`config.mk`:
```
export PLATFORM = sky130hd
export DESIGN_NAME = trunc_arbiter_flat
export DESIGN_NICKNAME = d
export VERILOG_FILES = /design/src/rtl/trunc_pkg.sv /design/src/rtl/trunc_arbiter_if.sv /design/src/rtl/trunc_arbiter_rr_grant.sv /design/src/rtl/truncator.sv /design/src/rtl/trunc_arbiter.sv /design/src/flat_wrapper.sv
export SDC_FILE = /design/constraint.sdc
export NUM_CORES = 1
export LEC_CHECK = 0
export CAP_MARGIN = 25
export CORE_MARGIN = 2
export CORE_UTILIZATION = 50
export CTS_BUF_LIST = sky130_fd_sc_hd__clkbuf_8
export CTS_CLUSTER_DIAMETER = 30
export DETAILED_ROUTE_END_ITERATION = 16
export PLACE_DENSITY_LB_ADDON = 0.15
export REMOVE_ABC_BUFFERS = 1
export SETUP_SLACK_MARGIN = 0.1
export SYNTH_ARGS = -nofsm -noshare
export SYNTH_HDL_FRONTEND = slang
export SYNTH_SLANG_ARGS = --single-unit
```
`constraint.sdc`:
```
create_clock -name clk -period 3.8 [get_ports clk]
set_input_delay 0.38 -clock clk [delete_from_list [all_inputs] [get_ports clk]]
set_output_delay 0.38 -clock clk [all_outputs]
set_load 0.01 [all_outputs]
```
`src/rtl/trunc_pkg.sv`:
```
// Shared widths and helper functions for the truncation arbiter.
package trunc_pkg;

  localparam int unsigned DATA_WIDTH = 16;
  localparam int unsigned SEL_WIDTH  = $clog2(DATA_WIDTH);
  localparam int unsigned SEL_BITS   = SEL_WIDTH + 1;

  // Upper bound on requesters; the round-robin helper works on this fixed width.
  localparam int unsigned MAX_REQ   = 8;
  localparam int unsigned MAX_REQ_W = 3;

  localparam logic [SEL_BITS-1:0] SEL_MAX = SEL_BITS'(DATA_WIDTH);

  // Shifts beyond DATA_WIDTH would slice past the input word, so clamp them.
  function automatic logic [SEL_BITS-1:0] clamp_sel(input logic [SEL_BITS-1:0] sel);
    return (sel > SEL_MAX) ? SEL_MAX : sel;
  endfunction

  // One-hot grant for the first set bit of req at or above ptr, wrapping at num.
  function automatic logic [MAX_REQ-1:0] rr_onehot(input logic [MAX_REQ-1:0] req,
                                                   input int unsigned       ptr,
                                                   input int unsigned       num);
    logic [MAX_REQ-1:0] gnt;
    logic               found;
    int unsigned        idx;
    gnt   = '0;
    found = 1'b0;
    for (int unsigned k = 0; k < MAX_REQ; k++) begin
      idx = ptr + k;
      if (idx >= num) idx = idx - num;
      if ((k < num) && !found && req[idx[MAX_REQ_W-1:0]]) begin
        gnt[idx[MAX_REQ_W-1:0]] = 1'b1;
        found                   = 1'b1;
      end
    end
    return gnt;
  endfunction

endpackage

```
`src/rtl/trunc_arbiter_if.sv`:
```
// Request and output handshake bundle between the psum requesters and the arbiter.
interface trunc_arbiter_if #(
  parameter int unsigned NUM_REQ    = 2,
  parameter int unsigned DATA_WIDTH = 16,
  parameter int unsigned ID_WIDTH   = 1
);

  logic [NUM_REQ-1:0]              req_valid;
  logic [NUM_REQ*2*DATA_WIDTH-1:0] req_data;
  logic [NUM_REQ-1:0]              req_ready;
  logic                            out_valid;
  logic                            out_ready;
  logic [DATA_WIDTH-1:0]           out_data;
  logic [ID_WIDTH-1:0]             out_id;

  // Arbiter side.
  modport slave (
    input  req_valid, req_data, out_ready,
    output req_ready, out_valid, out_data, out_id
  );

  // Requester / downstream side.
  modport master (
    output req_valid, req_data, out_ready,
    input  req_ready, out_valid, out_data, out_id
  );

endinterface

```
`src/rtl/trunc_arbiter_rr_grant.sv`:
```
// Combinational round-robin priority encoder: one-hot grant plus its index.
module rr_grant
  import trunc_pkg::*;
#(
  parameter int unsigned NUM_REQ  = 2,
  parameter int unsigned ID_WIDTH = 1
) (
  input  logic [NUM_REQ-1:0]  i_req,
  input  logic [ID_WIDTH-1:0] i_ptr,
  input  logic                i_en,
  output logic [NUM_REQ-1:0]  o_grant,
  output logic [ID_WIDTH-1:0] o_idx
);

  logic [MAX_REQ-1:0] w_full;

  assign w_full  = rr_onehot(MAX_REQ'(i_req), 32'(i_ptr), NUM_REQ);
  assign o_grant = w_full[NUM_REQ-1:0] & {NUM_REQ{i_en}};

  // Padding bits beyond NUM_REQ are always zero.
  if (NUM_REQ < MAX_REQ) begin : g_pad
    logic w_unused_hi;
    assign w_unused_hi = |w_full[MAX_REQ-1:NUM_REQ];
  end

  // Encode the one-hot grant; zero when nothing is granted.
  always_comb begin
    o_idx = '0;
    for (int unsigned i = 0; i < NUM_REQ; i++) begin
      if (o_grant[i]) o_idx = ID_WIDTH'(i);
    end
  end

endmodule

```
`src/rtl/truncator.sv`:
```
// Shift-and-truncate datapath: out = in[sel+DATA_WIDTH-1 : sel].
// With TRUNC_SAT_EN defined the input is signed and out-of-range results saturate.
module truncator
  import trunc_pkg::*;
(
  input  logic [2*DATA_WIDTH-1:0] i_data,
  input  logic [SEL_WIDTH:0]      i_sel,
  output logic [DATA_WIDTH-1:0]   o_data
`ifdef TRUNC_SAT_EN
  ,
  output logic                    o_sat
`endif
);

  logic [DATA_WIDTH-1:0] w_slice;

  assign w_slice = DATA_WIDTH'(i_data >> i_sel);

`ifdef TRUNC_SAT_EN
  // Bits from the kept sign position upward must all match for the slice to be exact.
  logic signed [2*DATA_WIDTH-1:0] w_hi;
  logic                           w_fits;

  assign w_hi   = $signed(i_data) >>> (int'(i_sel) + DATA_WIDTH - 1);
  assign w_fits = (w_hi == '0) || (w_hi == '1);
  assign o_sat  = !w_fits;
  assign o_data = w_fits ? w_slice :
                  (i_data[2*DATA_WIDTH-1] ? {1'b1, {(DATA_WIDTH-1){1'b0}}}
                                          : {1'b0, {(DATA_WIDTH-1){1'b1}}});
`else
  assign o_data = w_slice;
`endif

endmodule

```
`src/rtl/trunc_arbiter.sv`:
```
// Round-robin arbiter sharing one truncator among NUM_REQ psum requesters, with a
// one-entry valid/ready output register. DATA_WIDTH comes from trunc_pkg.
// Optional macro TRUNC_SAT_EN: signed saturation plus sticky o_sat_flag.
module trunc_arbiter
  import trunc_pkg::*;
#(
  parameter int unsigned  NUM_REQ  = 2,
  localparam int unsigned ID_WIDTH = (NUM_REQ > 1) ? $clog2(NUM_REQ) : 1
) (
  input  logic                clk,
  input  logic                rst_n,
  input  logic                i_cfg_we,
  input  logic [ID_WIDTH-1:0] i_cfg_idx,
  input  logic [SEL_WIDTH:0]  i_cfg_sel,
  trunc_arbiter_if.slave      bus
`ifdef TRUNC_SAT_EN
  ,
  output logic                o_sat_flag
`endif
);

  logic [SEL_WIDTH:0]      r_sel [NUM_REQ];
  logic [ID_WIDTH-1:0]     r_ptr;
  logic                    r_out_valid;
  logic [DATA_WIDTH-1:0]   r_out_data;
  logic [ID_WIDTH-1:0]     r_out_id;

  logic                    w_can_load;
  logic                    w_accept;
  logic [NUM_REQ-1:0]      w_grant;
  logic [ID_WIDTH-1:0]     w_gnt_idx;
  logic [2*DATA_WIDTH-1:0] w_gnt_data;
  logic [SEL_WIDTH:0]      w_gnt_sel;
  logic [DATA_WIDTH-1:0]   w_trunc;

  // Reset gating keeps req_ready low for the whole reset window.
  assign w_can_load = rst_n && (!r_out_valid || bus.out_ready);
  assign w_accept   = |w_grant;

  rr_grant #(
    .NUM_REQ  (NUM_REQ),
    .ID_WIDTH (ID_WIDTH)
  ) u_rr_grant (
    .i_req   (bus.req_valid),
    .i_ptr   (r_ptr),
    .i_en    (w_can_load),
    .o_grant (w_grant),
    .o_idx   (w_gnt_idx)
  );

  assign w_gnt_data = bus.req_data[32'(w_gnt_idx)*2*DATA_WIDTH +: 2*DATA_WIDTH];
  assign w_gnt_sel  = r_sel[w_gnt_idx];

`ifdef TRUNC_SAT_EN
  logic w_sat;
  logic r_sat_flag;

  truncator u_truncator (
    .i_data (w_gnt_data),
    .i_sel  (w_gnt_sel),
    .o_data (w_trunc),
    .o_sat  (w_sat)
  );

  // Sticky saturation flag; a config write clears it, a saturating accept sets it.
  always_ff @(posedge clk) begin
    if (!rst_n) begin
      r_sat_flag <= 1'b0;
    end else if (w_accept && w_sat) begin
      r_sat_flag <= 1'b1;
    end else if (i_cfg_we) begin
      r_sat_flag <= 1'b0;
    end
  end

  assign o_sat_flag = r_sat_flag;
`else
  truncator u_truncator (
    .i_data (w_gnt_data),
    .i_sel  (w_gnt_sel),
    .o_data (w_trunc)
  );
`endif

  // Per-requester shift registers; a same-cycle accept still sees the old value.
  always_ff @(posedge clk) begin
    if (!rst_n) begin
      for (int unsigned i = 0; i < NUM_REQ; i++) r_sel[i] <= '0;
    end else if (i_cfg_we && (32'(i_cfg_idx) < NUM_REQ)) begin
      r_sel[i_cfg_idx] <= clamp_sel(i_cfg_sel);
    end
  end

  // Round-robin pointer moves just past the requester that was accepted.
  always_ff @(posedge clk) begin
    if (!rst_n) begin
      r_ptr <= '0;
    end else if (w_accept) begin
      if (32'(w_gnt_idx) == NUM_REQ - 1) r_ptr <= '0;
      else                               r_ptr <= w_gnt_idx + 1'b1;
    end
  end

  // Output register: load on accept (even while draining), clear on a bare drain.
  always_ff @(posedge clk) begin
    if (!rst_n) begin
      r_out_valid <= 1'b0;
      r_out_data  <= '0;
      r_out_id    <= '0;
    end else if (w_accept) begin
      r_out_valid <= 1'b1;
      r_out_data  <= w_trunc;
      r_out_id    <= w_gnt_idx;
    end else if (bus.out_ready) begin
      r_out_valid <= 1'b0;
    end
  end

  assign bus.req_ready = w_grant;
  assign bus.out_valid = r_out_valid;
  assign bus.out_data  = r_out_data;
  assign bus.out_id    = r_out_id;

endmodule
```
`src/flat_wrapper.sv`:
```
// flat-port wrapper written by rule: the top's interface ports become plain ports
module trunc_arbiter_flat import trunc_pkg::*;
#(
  parameter int unsigned  NUM_REQ  = 2,
  localparam int unsigned ID_WIDTH = (NUM_REQ > 1) ? $clog2(NUM_REQ) : 1
)
  (clk, rst_n, i_cfg_we, i_cfg_idx, i_cfg_sel, bus_req_valid, bus_req_data, bus_out_ready, bus_req_ready, bus_out_valid, bus_out_data, bus_out_id);
  trunc_arbiter_if #(.NUM_REQ(NUM_REQ)) bus_i ();
  input  logic clk;
  input  logic rst_n;
  input  logic i_cfg_we;
  input  logic [ID_WIDTH-1:0] i_cfg_idx;
  input  logic [SEL_WIDTH:0] i_cfg_sel;
  input wire logic [$bits(bus_i.req_valid)-1:0] bus_req_valid;
  input wire logic [$bits(bus_i.req_data)-1:0] bus_req_data;
  input wire logic [$bits(bus_i.out_ready)-1:0] bus_out_ready;
  output wire logic [$bits(bus_i.req_ready)-1:0] bus_req_ready;
  output wire logic [$bits(bus_i.out_valid)-1:0] bus_out_valid;
  output wire logic [$bits(bus_i.out_data)-1:0] bus_out_data;
  output wire logic [$bits(bus_i.out_id)-1:0] bus_out_id;
  assign bus_i.req_valid = bus_req_valid;
  assign bus_i.req_data = bus_req_data;
  assign bus_i.out_ready = bus_out_ready;
  assign bus_req_ready = bus_i.req_ready;
  assign bus_out_valid = bus_i.out_valid;
  assign bus_out_data = bus_i.out_data;
  assign bus_out_id = bus_i.out_id;
  trunc_arbiter #(.NUM_REQ(NUM_REQ)) u_core (.clk(clk), .rst_n(rst_n), .i_cfg_we(i_cfg_we), .i_cfg_idx(i_cfg_idx), .i_cfg_sel(i_cfg_sel), .bus(bus_i));
endmodule
```
Word-level counts from Yosys, hierarchy flattened
Memory sizes are Yosys's and may differ from the RTL's.
Cells that the tools add are included.
{"block": "op_classes", "reduce_logical": 10, "shifts": 2, "addsub": 4, "n_mux": 25, "order_cmp": 7, "bitwise": 2}
{"op": "$shiftx A64 B7 Y32", "count": 1}
{"op": "$shr A32 B5 Y16", "count": 1}
{"op": "$mux W1", "count": 15}
{"op": "$mux W5", "count": 2}
{"op": "$lt A3 B4 Y1 const B", "count": 2}
{"op": "$bmux W1 S3", "count": 2}
{"op": "$demux W1 S3", "count": 2}
{"op": "$ge A3 B1 Y1 const B", "count": 2}
{"op": "$mux W3", "count": 2}
{"op": "$gt A5 B5 Y1 const B", "count": 1}
{"op": "$reduce_or A5 Y1", "count": 1}
{"op": "$logic_and A1 B1 Y1", "count": 4}
{"op": "$mux W2", "count": 2}
{"op": "$sub A1 B2 Y3 const B", "count": 1}
{"op": "$sub A2 B2 Y3 const B", "count": 1}
{"op": "$add A1 B1 Y2 const B", "count": 1}
{"op": "$and A2 B2 Y2", "count": 1}
{"op": "$ge A1 B2 Y1 const B", "count": 1}
{"op": "$ge A2 B2 Y1 const B", "count": 1}
{"op": "$logic_not A1 Y1", "count": 2}
{"op": "$or A2 B2 Y2", "count": 1}
{"op": "$reduce_bool A2 Y1", "count": 1}
{"op": "$reduce_or A2 Y1", "count": 1}
{"op": "$add A1 B1 Y1 const B", "count": 1}
{"op": "$logic_or A1 B1 Y1", "count": 1}
{"block": "totals", "input_bits": 76, "word_cells": 55, "out_inout_bits": 20, "regBits": 19, "memories": 1, "ramBits": 10}
{"name": "u_core.r_sel", "words": 2, "word_bits": 5, "rd": 1, "rd_ports_with_merged_regs": 0, "write_ports": 2, "line": "trunc_arbiter.sv:22", "source": "logic [SEL_WIDTH:0] r_sel [NUM_REQ];"}

Logic depth before layout (Yosys ltp)
Gate-level depths: netlist of run 1.
{"block": "depth", "ltp_word": 13, "ltp_mapped": 9, "ltp_nobuf": 7}

Modules after synthesis
From an unflattened synthesis of run 1, not the netlist that was laid out.
{"block": "hier_totals", "hier_cells": 344, "area_unflattened_um2": 3622.2}
{"mod": "truncator", "cells_each": 177, "seq_area_each_um2": 0.0, "area_each_um2": 1933.1, "instances": 1}
{"mod": "trunc_arbiter", "cells_each": 161, "seq_area_each_um2": 680.7, "area_each_um2": 1660.3, "instances": 1}
{"mod": "rr_grant", "cells_each": 6, "seq_area_each_um2": 0.0, "area_each_um2": 28.8, "instances": 1}

Least setup slack after synthesis of run 1
OpenSTA, ideal clock, no wires.
{"block": "synth_timing", "path_type": "input-to-reg", "start": "input port rst_n", "end": "register u_core.r_out_data[2] (netlist: u_core.bus.out_data[2])", "required_ns": 3.736, "setup_slack_ns": 1.893, "path_buffers": 2, "setup_ns": 0.064, "cell_stages": 8, "t_arrival_ns": 1.843, "path_cell_list": "buf_2 -> nand4_4 -> inv_2 -> buf_6 -> mux2i_4 -> nand2_4 -> or4_1 -> nand4_1"}
{"block": "synth_between", "elab_chain_len": 5, "elab_cells_between_ends": 7, "cone_classes": "shift (2); mux (1); bitwise (1); reduce/logical (2); memory (1)"}
{"element": "start, declared", "line": "flat_wrapper.sv:10", "source": "input logic rst_n;"}
{"element": "$logic_and A1 B1 Y1", "line": "trunc_arbiter.sv:37", "source": "assign w_can_load = rst_n && (!r_out_valid || bus.out_ready);"}
{"element": "$and A2 B2 Y2", "line": "trunc_arbiter_rr_grant.sv:18", "source": "assign o_grant = w_full[NUM_REQ-1:0] & {NUM_REQ{i_en}};"}
{"element": "$mux W1", "line": "trunc_arbiter_rr_grant.sv:30", "source": "if (o_grant[i]) o_idx = ID_WIDTH'(i);"}
{"element": "$shiftx A64 B7 Y32 or $mem_v2 Z2 W5 (tied branches)"}
{"element": "$shr A32 B5 Y16", "line": "truncator.sv:17", "source": "assign w_slice = DATA_WIDTH'(i_data >> i_sel);"}
{"element": "end signal, assigned", "line": "trunc_arbiter.sv:112", "source": "r_out_data <= w_trunc;"}
{"element": "end, declared", "line": "trunc_arbiter.sv:25", "source": "logic [DATA_WIDTH-1:0] r_out_data;"}
Several ways; a longest one is shown, not always the timed one.
A chain may end at the register's enable or synchronous reset.

Final worst setup path of run 1
{"block": "layout_timing", "start": "input port bus_req_valid[0]", "end": "register u_core.r_out_data[4] (netlist: u_core.bus.out_data[4])"}
{"block": "layout_between", "elab_chain_len": 10, "elab_cells_between_ends": 16, "cone_classes": "shift (2); mux (8); bitwise (2); reduce/logical (3); memory (1)"}
{"element": "start, declared", "line": "flat_wrapper.sv:14", "source": "input wire logic [$bits(bus_i.req_valid)-1:0] bus_req_valid;"}
{"element": "$bmux W1 S3", "line": "trunc_pkg.sv:31", "source": "if ((k < num) && !found && req[idx[MAX_REQ_W-1:0]]) begin"}
{"element": "$mux W1 (not written as such)", "line": "trunc_pkg.sv:31"}
{"element": "$mux W1", "line": "trunc_pkg.sv:31"}
{"element": "$logic_not A1 Y1", "line": "trunc_pkg.sv:31"}
{"element": "$logic_and A1 B1 Y1", "line": "trunc_pkg.sv:31"}
{"element": "$mux W2 (*)", "line": "trunc_pkg.sv:31"}
{"element": "$and A2 B2 Y2 (*)", "line": "trunc_arbiter_rr_grant.sv:18"}
{"element": "$mux W1", "line": "trunc_arbiter_rr_grant.sv:30"}
{"element": "$shiftx A64 B7 Y32 or $mem_v2 Z2 W5 (tied branches)"}
{"element": "$shr A32 B5 Y16", "line": "truncator.sv:17"}
Every way passes the cells marked *; elsewhere a longest branch is shown, timed or not. The select of a mux whose other input is x is not followed.

==> results.md, run 1 <==
Cells and area:
- For this run, the number of standard cells in the final layout without fillers is between 600 and 700.
- The fraction of final layout cells sized beyond drive strength 1 is between 20% and 30%.
- The final antenna diode count is 0.
- After the last flow step, the layout net total stands at 590.
- Relative to the synthesized area, the layout overhead comes to 23.2%.

Critical path:
- The worst setup path is launched from a primary input.
- The critical path goes through clkdlybuf4s50_1 -> nand2b_4 -> nand4_4 -> buf_4 -> mux2i_1 -> mux2_2 -> a21oi_1 -> o311a_1.
- At the worst endpoint, the arrival time is 3.16 ns.
- The worst setup path is captured at a flop.
- The number of buffers and inverters on the critical path is 2.
- The critical path is of the in2reg type.
- The slowest stage cell on the critical path is sky130_fd_sc_hd__mux2i_1.
- The kind of cell adding the most delay to the critical path is multiplexers.
- The longest individual stage delay on the worst path is around 0.7 ns.
- The reg2reg setup slack is 0.89 ns.
- Data on the critical path is required at its endpoint by 4.03 ns.
- Along the worst path, the maximum fanout reaches 48.

Timing:
- The highest clock rate is around 340 MHz.
- The final critical-path share of the clock period is 77.3%.
- Setup violations remaining at the end of the flow were counted as 0.
- The final-report max-slew violation count is 0.
- At the pin with the least slew margin, the transition time is 0.976 ns.
- The worst max-slew margin expressed relative to the limit is 34.9%.
- The final critical path time including I/O delays and setup is 2.94 ns.
- Setup repair after global routing left no endpoint under its margin.
- The clock arrives with 0.00478 ns of skew.
- The sum of negative setup slack is 0 ns.
- The final count of hold timing violations was 0.

Floorplanning:
- The starting density of the core is 51.1%.
- Measured along the x axis, the die boundary spans 98.0 um.
- The die is between 90 and 100 um tall.
- The floorplan step defined a core boundary enclosing 8640 sq um.
- The floorplan has 34 rows.
- The area enclosed by the die boundary is 9600 sq um.
- The count of pins on the block boundary is 96.

Global route:
- After global routing the overflow that remains totals 0.
- Global routing used around 29% of the available tracks across all layers.
- The number of global-route vias before repair is roughly 4k.
- The number of antenna violations at the first check in global routing is 0.
- The first global-routing pass estimated 22400 um of wire.
- The pin count of the biggest net entering global routing is 49.

Power and ir drop:
- The worst ir drop on vdd is 0.209 mV.
- The total leakage power is around 0.002 uW.
- Dividing total power by cell area gives a power density of between 200 and 300 nW/um^2.

Routing:
- The count of unresolved DRC violations after routing is 0.
- For this block, the via count after detailed routing is 4233.
- The first detailed-routing pass ran for 5 iterations.
- The average wire per cell in the routed design is 22.5 um.
- The iteration-0 DRC count of the detailed router is between 200 and 300.
- In the routed layout, each cell is associated on average with a via count of 6.79.
- The final antenna-violating net count is 0.
- The routed design has 14000 um of wire.

Place:
- The half-perimeter wire length after detailed placement is 10800 um.
- During placement, the flow inserted port buffers numbering between 90 and 100.
- Including well taps, the total number of placed cells is 614.
- At the end of routability-driven placement, the weighted congestion stood at 0.934.

Clock tree:
- After clock tree synthesis, the clock-pin slew on the worst setup and hold paths is ~0.070 ns.
- The clock passes through at most 2 buffers.
- For this design, the CTS-stage hold fixing added 0 buffers.
- The insertion delay to the later sink of the worst-skew pair is 0.28 ns.
- The TritonCTS clock tree is done.
- The number of levels in the clock H-tree is 2.
- The number of buffers inserted to repair setup after CTS is 0.
- In this run, CTS created clock tree buffers numbering 5.
- CTS placed an instance of sky130_fd_sc_hd__clkbuf_8 at the clock tree root.
- In this run, post-CTS repair resized a total of 0 instances.
- The clock net in this run drives a total of 29 sinks.

Status:
- The flow ran to the end, and the final reports show no timing, DRC or antenna violations.

Yosys:
- The async set-reset flop share out of synthesis is 0%.
- The count of flip-flops with a built-in enable after synthesis is 10.
- Averaged over all synthesized cells, the footprint is approximately 10 sq um.
- After synthesis, the netlist uses 63 different library cells.
- The synthesized netlist occupies a cell area of 4420 sq um.
- The total of warnings raised by yosys is 0.
- The post-synthesis sequential element count is 29.
- The share of the yosys chip area belonging to registers is 15.4%.
- Synthesis produced 440 cells.
- The dominant register cell in the synthesized netlist is sky130_fd_sc_hd__dfxtp_1.

Job:
- The count of max-cap constraint violations is 0.

Worst hold path:
- The worst hold path belongs to the class reg2reg.
==> area by class of cell <==
cell class                 count  area [sq um]
multi-input combinational    361          3410
fill                         735          3190
timing repair buffer         112          1100
sequential                    29           681
tap                          108           135
clock buffer                   7          96.3
inverter                       5          18.8
clock inverter                 1          5.00
==> power breakdown <==
| part | internal (uW) | leakage, uW | switching [uW] | total (uW) |
|---|---|---|---|---|
| Clock | 164 | 0.0000542 | 125 | 289 |
| Sequential | 354 | 0.000256 | 46.9 | 401 |
| Combinational | 387 | 0.00172 | 369 | 756 |
| Total | 904 | 0.00203 | 542 | 1450 |
==> layer usage <==
metal | track usage [%] | part of all wire, % | vias to the layer above
met3 | 5.51 | 7.4 | 39
met4 | 10.1 | 3.9 | 0
met2 | 47.2 | 47 | 199
met5 | 0 | 0 | -
li1 | - | - | 1934
met1 | 40.1 | 41 | 2061
==> cell usage after synthesis, types with 7 or more instances <==
cell type | n | area, sq um
sky130_fd_sc_hd__a211oi_1 | 12 | 90.1
sky130_fd_sc_hd__a21oi_1 | 15 | 75.1
sky130_fd_sc_hd__a31oi_1 | 7 | 43.8
sky130_fd_sc_hd__buf_2 | 16 | 80.1
sky130_fd_sc_hd__buf_4 | 14 | 105
sky130_fd_sc_hd__buf_6 | 9 | 101
sky130_fd_sc_hd__dfxtp_1 | 19 | 380
sky130_fd_sc_hd__edfxtp_1 | 10 | 300
sky130_fd_sc_hd__mux2_2 | 11 | 124
sky130_fd_sc_hd__mux2i_1 | 58 | 581
sky130_fd_sc_hd__mux4_2 | 56 | 1260
sky130_fd_sc_hd__nand2_1 | 44 | 165
sky130_fd_sc_hd__nand3_1 | 17 | 85.1
sky130_fd_sc_hd__nor2_1 | 29 | 109
sky130_fd_sc_hd__nor3_1 | 12 | 60.1
sky130_fd_sc_hd__o21a_1 | 8 | 60.1
sky130_fd_sc_hd__o21ai_0 | 15 | 75.1
==> per-stage QoR <==
step	setup slack (ns)	power [uW]	utilization [%]	hold slack [ns]	area, sq um
floorplan	0.876	845	-	0.480	4110
global placement	0.599	1140	61.5	0.449	5310
detailed placement	0.631	1150	61.5	0.465	5310
CTS	0.894	1440	62.7	0.474	5410
global route	0.774	1530	63.0	0.506	5440
finish	0.864	1450	63.0	0.473	5440
==> logic make-up after synthesis <==
logic type / count (synthesis) / synth area share [%]
AO/OA/AOI/OAI: 106 / 17.1
multiplexers: 128 / 45.9
flip-flops: 29 / 15.4
buffers and inverters: 50 / 7.42
AND/OR/NAND/NOR: 127 / 14.2
==> worst reg2reg max path, cell delays in order (launching register included) <==
cell and delay, ns:
sky130_fd_sc_hd__edfxtp_1 0.99, sky130_fd_sc_hd__inv_1 0.39, sky130_fd_sc_hd__mux2i_1 0.66, sky130_fd_sc_hd__mux2_2 0.42, sky130_fd_sc_hd__a21oi_1 0.21, sky130_fd_sc_hd__o311a_1 0.19
==> sequential cells by signal (all words and copies together) (netlist names) <==
name / count
u_core.r_ptr: 1
u_core.r_sel: 10
u_core.bus.out_data: 16
u_core.bus.out_id: 1
u_core.bus.out_valid: 1
==> cells in the final DEF, fill, tap and decap left out, drive strengths merged, types with 7 or more instances in the layout <==
cell | Yosys | final
nor2 | 29 | 29
buf | 40 | 17
a21oi | 15 | 15
a31oi | 7 | 7
o21ai | 16 | 16
nor3 | 13 | 13
nand2 | 45 | 45
mux4 | 56 | 56
dfxtp | 19 | 19
nand3 | 17 | 17
mux2 | 12 | 12
edfxtp | 10 | 10
clkbuf | 5 | 7
a211oi | 12 | 12
mux2i | 60 | 60
o21a | 8 | 8
clkdlybuf4s50 | 0 | 95
==> worst paths after layout <==
kind                            depth (start not counted)                              from                             endpoint
worst min register to register                          2    u_core.bus.out_id$_SDFFE_PN0P_       u_core.bus.out_id$_SDFFE_PN0P_
worst min-delay path                                    2    u_core.bus.out_id$_SDFFE_PN0P_       u_core.bus.out_id$_SDFFE_PN0P_
worst max-delay path                                    8                  bus_req_valid[0]  u_core.bus.out_data[4]$_SDFFE_PN0P_
worst max register to register                          5  u_core.r_sel[1][2]$_SDFFCE_PN0P_  u_core.bus.out_data[4]$_SDFFE_PN0P_
Note: power is estimated with default switching activity, not from simulation.
==> run 2, diff against run 1 <==
==> constraint.sdc (replaced) <==
create_clock -name clk -period 2.81 [get_ports clk]
set_input_delay 0.281 -clock clk [delete_from_list [all_inputs] [get_ports clk]]
set_output_delay 0.281 -clock clk [all_outputs]
set_load 0.01 [all_outputs]
==> run 2 against run 1 <==
Against the previous run:
- non-clock buffer count is 7 higher
- highest routed layer unchanged
- cell count up 1.1%
- largest power group unchanged
- power grew 36%
- combinational power rose by 42%
==> results.md, run 2 (synthesis results as in run 1) <==
Timing:
- The final count of hold timing violations was 0 (unchanged).
- Setup repair after global routing left no endpoint under its margin.
- The transition time at the pin with the least slew margin was 0.796 ns (-0.181 ns).
- The worst max-slew margin expressed relative to the limit was 46.9% (+12 points).
- The final-report max-slew violation count is 0 (unchanged).
- The final critical path time including I/O delays and setup is 2.50 ns.
- The highest clock rate is 400 MHz.
- The count of endpoints failing setup in the final report came to 0 (unchanged).
- The worst setup margin was 0.312 ns (-0.552 ns).
- The worst clock skew on the final layout was 0.00443 ns (-0.000351 ns).
- The worst hold slack is 0.464 ns (-0.00973 ns).
- After layout, the worst path uses 88.9% of the clock period.

Status:
- The flow ran to the end, and the final reports show no timing, DRC or antenna violations.

Power and ir drop:
- The worst ir drop on vdd is 0.305 mV (+46%).
- The total leakage power was 0.00208 uW (+2.4%).
- The power density over the cells was 356 nW/um^2 (+34%).

Clock tree:
- The post-CTS resize count was 0 (unchanged).
- The number of buffers inserted by hold repair at cts is 0 (unchanged).
- The clock net sink count is 29 (unchanged).
- The number of levels in the clock H-tree is 2 (unchanged).
- The number of buffers between clock root and the deepest sink is 2 (unchanged).
- The tree is rooted in a sky130_fd_sc_hd__clkbuf_8.
- The insertion delay to the later sink of the worst-skew pair is 0.29 ns (about the same).
- The clock input transition at the sequential cells of the worst setup and hold paths was 0.06 ns (about the same).
- The number of buffers created by CTS is 5 (unchanged).
- TritonCTS built the clock tree.
- The number of buffers inserted to repair setup after CTS is 0 (unchanged).

Cells and area:
- The most common library cell in the layout ignoring fill and taps is sky130_fd_sc_hd__clkdlybuf4s50_1.
- The library cells used most frequently in the layout, excluding fill and tap cells, are 95 x sky130_fd_sc_hd__clkdlybuf4s50_1, 58 x sky130_fd_sc_hd__mux2i_1, 56 x sky130_fd_sc_hd__mux4_2.
- The final cell utilization of the core is 64.1% (+1.1 points).
- The final antenna diode count is 0 (unchanged).
- The fraction of final layout cells sized beyond drive strength 1 is 21.1% (+1.1 points).
- The relative area change from synthesis to final layout is 25.4%.
- The final net count is 597 (+1.2%).
- The flip-flop count of the largest register after layout was 16 (unchanged).
- The filler cell count in the final layout is 733 (-0.27%).

Critical path:
- The depth of the worst register-to-register path is 6 (+1).
- The longest individual stage delay on the worst path came to 0.77 ns (+0.07 ns).
- The worst setup path startpoint is u_core.r_sel[1][0]$_SDFFCE_PN0P_.
- The type of element launching the critical path is a flop.
- The signal on the critical path passes through buf_4 -> mux4_2 -> mux2i_1 -> mux2_2 -> a21oi_1 -> o311a_1.
- The arrival time at the worst endpoint came to 2.66 ns (-0.50 ns).
- The worst path buffer plus inverter count is 1 (-1).
- The launching point of the worst reg2reg path is u_core.r_sel[1][0]$_SDFFCE_PN0P_.
- The depth of the critical timing path with buffers and inverters included is 6 (-2).
- The kind of cell with the highest combined delay along the critical path is multiplexers.
- The category of the most critical setup path is reg2reg.
- The required time of the critical path is 2.98 ns (-1.05 ns).
- The worst setup path is captured at a flop.
- The slowest stage cell on the critical path is sky130_fd_sc_hd__edfxtp_1.
- The worst-path maximum fanout came to 12 (-75%).

Routing:
- The first-pass iteration count of the detailed router is 6 (+1).
- The average wire per cell in the routed design is 22.4 um (-0.65%).
- The count of unresolved DRC violations after routing is 0 (unchanged).
- The via density per instance is 6.90 (+1.5%).
- The overall via count from detail_route came to 4346 (+2.7%).
- The final antenna-violating net count is 0 (unchanged).
- The final wirelength is 14100 um (+0.47%).
- The iteration-0 DRC count of the detailed router is 315 (+9.0%).

Global route:
- The first-pass GRT wire length came to 22800 um (+1.9%).
- The number of global-route vias before repair is 4198 (+3.5%).
- The total global routing overflow is 0 (unchanged).
- The number of antenna violations at the first check in global routing was 0 (unchanged).
- The global-route total usage across every layer came to 29.6% (+0.23 points).
- The pin count of the biggest net entering global routing is 49 (unchanged).

Floorplanning:
- The standard cell core area is 8640 sq um (unchanged).
- The area enclosed by the die boundary is 9600 sq um (unchanged).
- The width of the die was 98.0 um (unchanged).
- The vertical extent of the die came to 98.0 um (unchanged).
- The floorplan row count is 34 (unchanged).
- The starting density of the core was 51.1% (unchanged).
- The count of pins on the block boundary was 96 (unchanged).

Place:
- The weighted congestion reported at the end of routability-driven placement is 0.907 (-2.9%).
- The half-perimeter wire length after detailed placement is 11000 um (+1.5%).
- The number of buffers added on ports is 95 (unchanged).
- The post-placement setup slack is 0.258 ns (-0.373 ns).

Worst hold path:
- The worst hold-check path type is reg2reg.
- The number of stages on the worst hold path came to 2 (unchanged).
- The critical hold path startpoint is u_core.bus.out_id$_SDFFE_PN0P_.

Job:
- The count of max-cap constraint violations is 0 (unchanged).
-- run 2: final cells by class --
class | count | area (sq um) | share of cell area (%)
repair buffers | 119 | 1190 | 21.6
multi-input cells | 361 | 3410 | 61.5
inverters | 5 | 18.8 | 0.339
clock inverters | 1 | 5.00 | 0.0904
flip-flops and latches | 29 | 681 | 12.3
well taps | 108 | 135 | 2.44
clock buffers | 7 | 96.3 | 1.74
-- run 2: worst reg2reg max path, stage by stage, from the launching register on --
cell	delay, ns
sky130_fd_sc_hd__edfxtp_1	0.77
sky130_fd_sc_hd__buf_4	0.33
sky130_fd_sc_hd__mux4_2	0.53
sky130_fd_sc_hd__mux2i_1	0.27
sky130_fd_sc_hd__mux2_2	0.24
sky130_fd_sc_hd__a21oi_1	0.09
sky130_fd_sc_hd__o311a_1	0.15
-- run 2: metrics by stage --
stage	power, uW	setup TNS, ns	instance area, sq um	instances
CTS	1970	0	5540	630
detailed placement	1580	0	5440	622
global placement	1570	0	5440	622
global route	2080	0	5540	630
floorplan	1140	-0.618	4110	395
finish	1970	0	5540	630
-- run 2: worst paths after layout --
check / endpoint / slack [ns]
worst max-delay path: u_core.bus.out_data[4]$_SDFFE_PN0P_ / 0.31
worst min-delay path: u_core.bus.out_id$_SDFFE_PN0P_ / 0.46
worst min register to register: u_core.bus.out_id$_SDFFE_PN0P_ / 0.46
worst max register to register: u_core.bus.out_data[4]$_SDFFE_PN0P_ / 0.31
-- run 2: per-layer routing --
metal	wire length (um)	vias to the layer above	GRT usage (%)
met3	1100	30	4.44
met1	5720	2150	40.6
met2	7000	217	49.5
met4	286	0	7.37
li1	-	1949	-
met5	0	-	0
-- run 2: report_power, final --
group          switching, uW  internal, uW  leakage [uW]  total (uW)
sequential              43.7           478      0.000256         522
combinational            527           540       0.00177        1070
clock                    163           221     0.0000542         384
total                    733          1240       0.00208        1970
==> run 3, diff against run 2 <==
--- a/config.mk
+++ b/config.mk
@@ -6,8 +6,10 @@
 export NUM_CORES = 1
 export LEC_CHECK = 0
 export CAP_MARGIN = 25
+export CELL_PAD_IN_SITES_DETAIL_PLACEMENT = 1
+export CELL_PAD_IN_SITES_GLOBAL_PLACEMENT = 2
 export CORE_MARGIN = 2
-export CORE_UTILIZATION = 50
+export CORE_UTILIZATION = 33
 export CTS_BUF_LIST = sky130_fd_sc_hd__clkbuf_8
 export CTS_CLUSTER_DIAMETER = 30
 export DETAILED_ROUTE_END_ITERATION = 16
==> run 3 against run 2 <==
Against the previous run:
- design area is 2.0% higher
- global-route usage down 6.2 points
- clock power is 12% lower
- sequential power decreased by 2%
- sequential cell count stayed put
- largest power group unchanged
- register-to-register slack better by 0.20 ns
==> results.md, run 3 (synthesis results as in run 1) <==
Worst hold path:
- The path with the worst hold slack has its endpoint at u_core.bus.out_id$_SDFFE_PN0P_.
- The worst hold-check path type is reg2reg.
- The number of stages on the worst hold path came to 2 (unchanged).
- The worst hold path begins at u_core.bus.out_id$_SDFFE_PN0P_.

Timing:
- The worst clock skew on the final layout came to 0.00601 ns (+0.00158 ns).
- The count of endpoints failing setup in the final report is 0 (unchanged).
- The final critical-path share of the clock period was 82.2% (-6.7 points).
- The worst setup margin is 0.499 ns (+0.187 ns).
- The final critical path time including I/O delays and setup was 2.31 ns (-0.187 ns).
- The highest clock rate is 433 MHz (+8.1%).
- The final-report max-slew violation count was 0 (unchanged).
- The transition time at the pin with the least slew margin was 0.589 ns (-0.207 ns).
- The worst max-slew margin expressed relative to the limit is 60.3% (+13 points).
- The final count of hold timing violations is 0 (unchanged).
- Setup repair after global routing left no endpoint under its margin.
- The sum of negative setup slack is 0 ns (unchanged).

Critical path:
- The kind of end point of the critical path is an output port.
- Traced cell by cell, the critical path runs through clkdlybuf4s50_1 -> nand2b_4 -> nand4_4 -> inv_2 -> buf_12 -> clkdlybuf4s50_1.
- The depth of the worst register-to-register path is 6 (unchanged).
- The required time of the critical path was 2.53 ns (-0.45 ns).
- The type of element launching the critical path is a primary input.
- The worst-path maximum fanout was 21 (+9).
- The slowest stage of the critical path is the sky130_fd_sc_hd__clkdlybuf4s50_1 cell.
- Among the stages of the critical path, the cell type that occurs most often is sky130_fd_sc_hd__clkdlybuf4s50_1.
- The worst flop-to-flop path endpoint is u_core.bus.out_data[8]$_SDFFE_PN0P_.
- The arrival time at the worst endpoint is 2.03 ns (-0.63 ns).
- The reg2reg setup slack is 0.51 ns (+0.20 ns).
- The category of the most critical setup path is in2out.
- The longest individual stage delay on the worst path is 0.57 ns (-0.20 ns).
- The startpoint identified for the worst register-to-register timing path is u_core.r_sel[1][1]$_SDFFCE_PN0P_.

Global route:
- The first-pass GRT wire length is 25800 um (+13%).
- The number of antenna violations at the first check in global routing is 0 (unchanged).
- The number of global-route vias before repair was 4362 (+3.9%).
- The pin count of the biggest net entering global routing is 44 (-10%).
- The global-route total usage across every layer is 23.4% (-6.2 points).
- The total global routing overflow was 0 (unchanged).

Floorplanning:
- The width of the die is 120 um (+22%).
- The count of pins on the block boundary is 96 (unchanged).
- The vertical extent of the die is 120 um (+22%).
- The area enclosed by the die boundary is 14300 sq um (+49%).
- The standard cell core area came to 13100 sq um (+52%).
- The floorplan row count is 42 (+24%).
- The starting density of the core is 33.6% (-18 points).

Power and ir drop:
- The total internal power came to 1200 uW (-3.3%).
- The relative contribution of combinational cells to total power came to 56.9% (+2.8 points).
- The worst ir drop on vdd is 0.330 mV (+8.4%).
- The total leakage power was 0.00210 uW (+0.91%).
- The power density over the cells is 349 nW/um^2 (-2.1%).
- The post-layout total power was 1970 uW (-0.15%).
- The switching power is 772 uW (+5.2%).
- The net switching fraction of the power is 39.2% (+2.0 points).
- The clock power share is 17.1% (-2.4 points).
- The part of the total power dissipated in sequential elements is 26.0% (-0.5 points).

Routing:
- The final antenna-violating net count is 0 (unchanged).
- The iteration-0 DRC count of the detailed router came to 246 (-22%).
- The average wire per cell in the routed design was 23.7 um (+5.7%).
- The count of unresolved DRC violations after routing is 0 (unchanged).
- The final wirelength is 16600 um (+18%).
- The via density per instance is 5.97 (-13%).
- The overall via count from detail_route is 4187 (-3.7%).
- The first-pass iteration count of the detailed router came to 4 (-2).

Clock tree:
- The clock net sink count is 29 (unchanged).
- The number of buffers inserted to repair setup after CTS came to 0 (unchanged).
- The post-CTS resize count is 0 (unchanged).
- The insertion delay to the later sink of the worst-skew pair is 0.29 ns (about the same).
- The number of buffers created by CTS was 5 (unchanged).
- The root cell of the clock tree is sky130_fd_sc_hd__clkbuf_8.
- The number of buffers inserted by hold repair at cts was 0 (unchanged).
- TritonCTS built the clock tree.
- The number of buffers between clock root and the deepest sink is 2 (unchanged).
- The number of levels in the clock H-tree was 2 (unchanged).
- The clock input transition at the sequential cells of the worst setup and hold paths is 0.07 ns (about the same).

Cells and area:
- The flip-flop count of the largest register after layout is 16 (unchanged).
- The top cell types in the final layout, fill and taps aside, are 95 x sky130_fd_sc_hd__clkdlybuf4s50_1, 58 x sky130_fd_sc_hd__mux2i_1, 56 x sky130_fd_sc_hd__mux4_2.
- The library cell used most frequently in the layout, excluding fill and tap cells, is sky130_fd_sc_hd__clkdlybuf4s50_1.
- The final antenna diode count is 0 (unchanged).
- The final cell utilization of the core came to 43.0% (-21 points).
- The fraction of final layout cells sized beyond drive strength 1 was 21.0% (-0.12 points).
- The post-route standard cell area excluding fillers is 5650 sq um (+2.0%).
- The final net count was 600 (+0.50%).
- Relative to the synthesized area, the layout overhead comes to 27.9%.

Place:
- The post-placement setup slack is 0.247 ns (-0.0112 ns).
- The number of buffers added on ports is 95 (unchanged).
- The placement-stage cell area is 5570 sq um (+2.4%).
- The half-perimeter wire length after detailed placement is 13300 um (+21%).
- The weighted congestion reported at the end of routability-driven placement was 0.860 (-5.1%).

Status:
- The flow ran to the end, and the final reports show no timing, DRC or antenna violations.

Job:
- The count of max-cap constraint violations was 0 (unchanged).
## run 3: changes by cell type in the layout (fill, tap and decap cells not counted), sizes merged
| cell | before | now |
|---|---|---|
| buf | 24 | 27 |
| clkbuf | 7 | 5 |
| clkinv | 1 | 0 |
| inv | 5 | 8 |
## run 3: worst max-delay path by stage
stage / end / cells past startpoint / slack (ns) / start
floorplan: u_core.bus.out_data[14]$_SDFFE_PN0P_ / 5 / -0.11 / u_core.r_sel[1][1]$_SDFFCE_PN0P_
global placement: u_core.bus.out_data[8]$_SDFFE_PN0P_ / 7 / 0.25 / rst_n
detailed placement: u_core.bus.out_data[8]$_SDFFE_PN0P_ / 7 / 0.25 / rst_n
CTS: bus_req_ready[1] / 6 / 0.49 / bus_req_valid[0]
global route: u_core.bus.out_data[5]$_SDFFE_PN0P_ / 9 / 0.31 / bus_req_valid[0]
finish: bus_req_ready[1] / 6 / 0.50 / bus_req_valid[0]
## run 3: routing by layer
metal	vias up	share of wire (%)	track usage (%)	wire length [um]
met1	2119	45	31.5	7510
met5	-	0	0	0
met2	102	49	39.4	8120
li1	1948	-	-	-
met4	0	1.4	4.78	226
met3	18	4.4	4.23	737
## run 3: critical path, delay by kind of cell
kind / cells / cell delay [ns]
buffers and inverters: 4 / 1.50
AND/OR/NAND/NOR: 2 / 0.24
## run 3: through the flow
| step | hold slack (ns) | instances |
|---|---|---|
| CTS | 0.520 | 701 |
| finish | 0.496 | 701 |
| global placement | 0.468 | 693 |
| detailed placement | 0.509 | 693 |
| floorplan | 0.414 | 395 |
| global route | 0.545 | 701 |
## run 3: final cells by class
type | count | area, sq um
multi-input combinational | 361 | 3410
fill | 1479 | 7490
timing repair buffer | 122 | 1240
clock buffer | 5 | 68.8
clock inverter | 3 | 11.3
inverter | 5 | 18.8
tap | 176 | 220
sequential | 29 | 681
## run 3: power groups by stage
stage	clock network (uW)	registers [uW]	logic [uW]
CTS	348	513	1120
finish	338	512	1120
global placement	0	520	1110
global route	368	517	1210
floorplan	0	595	547
detailed placement	0	522	1120
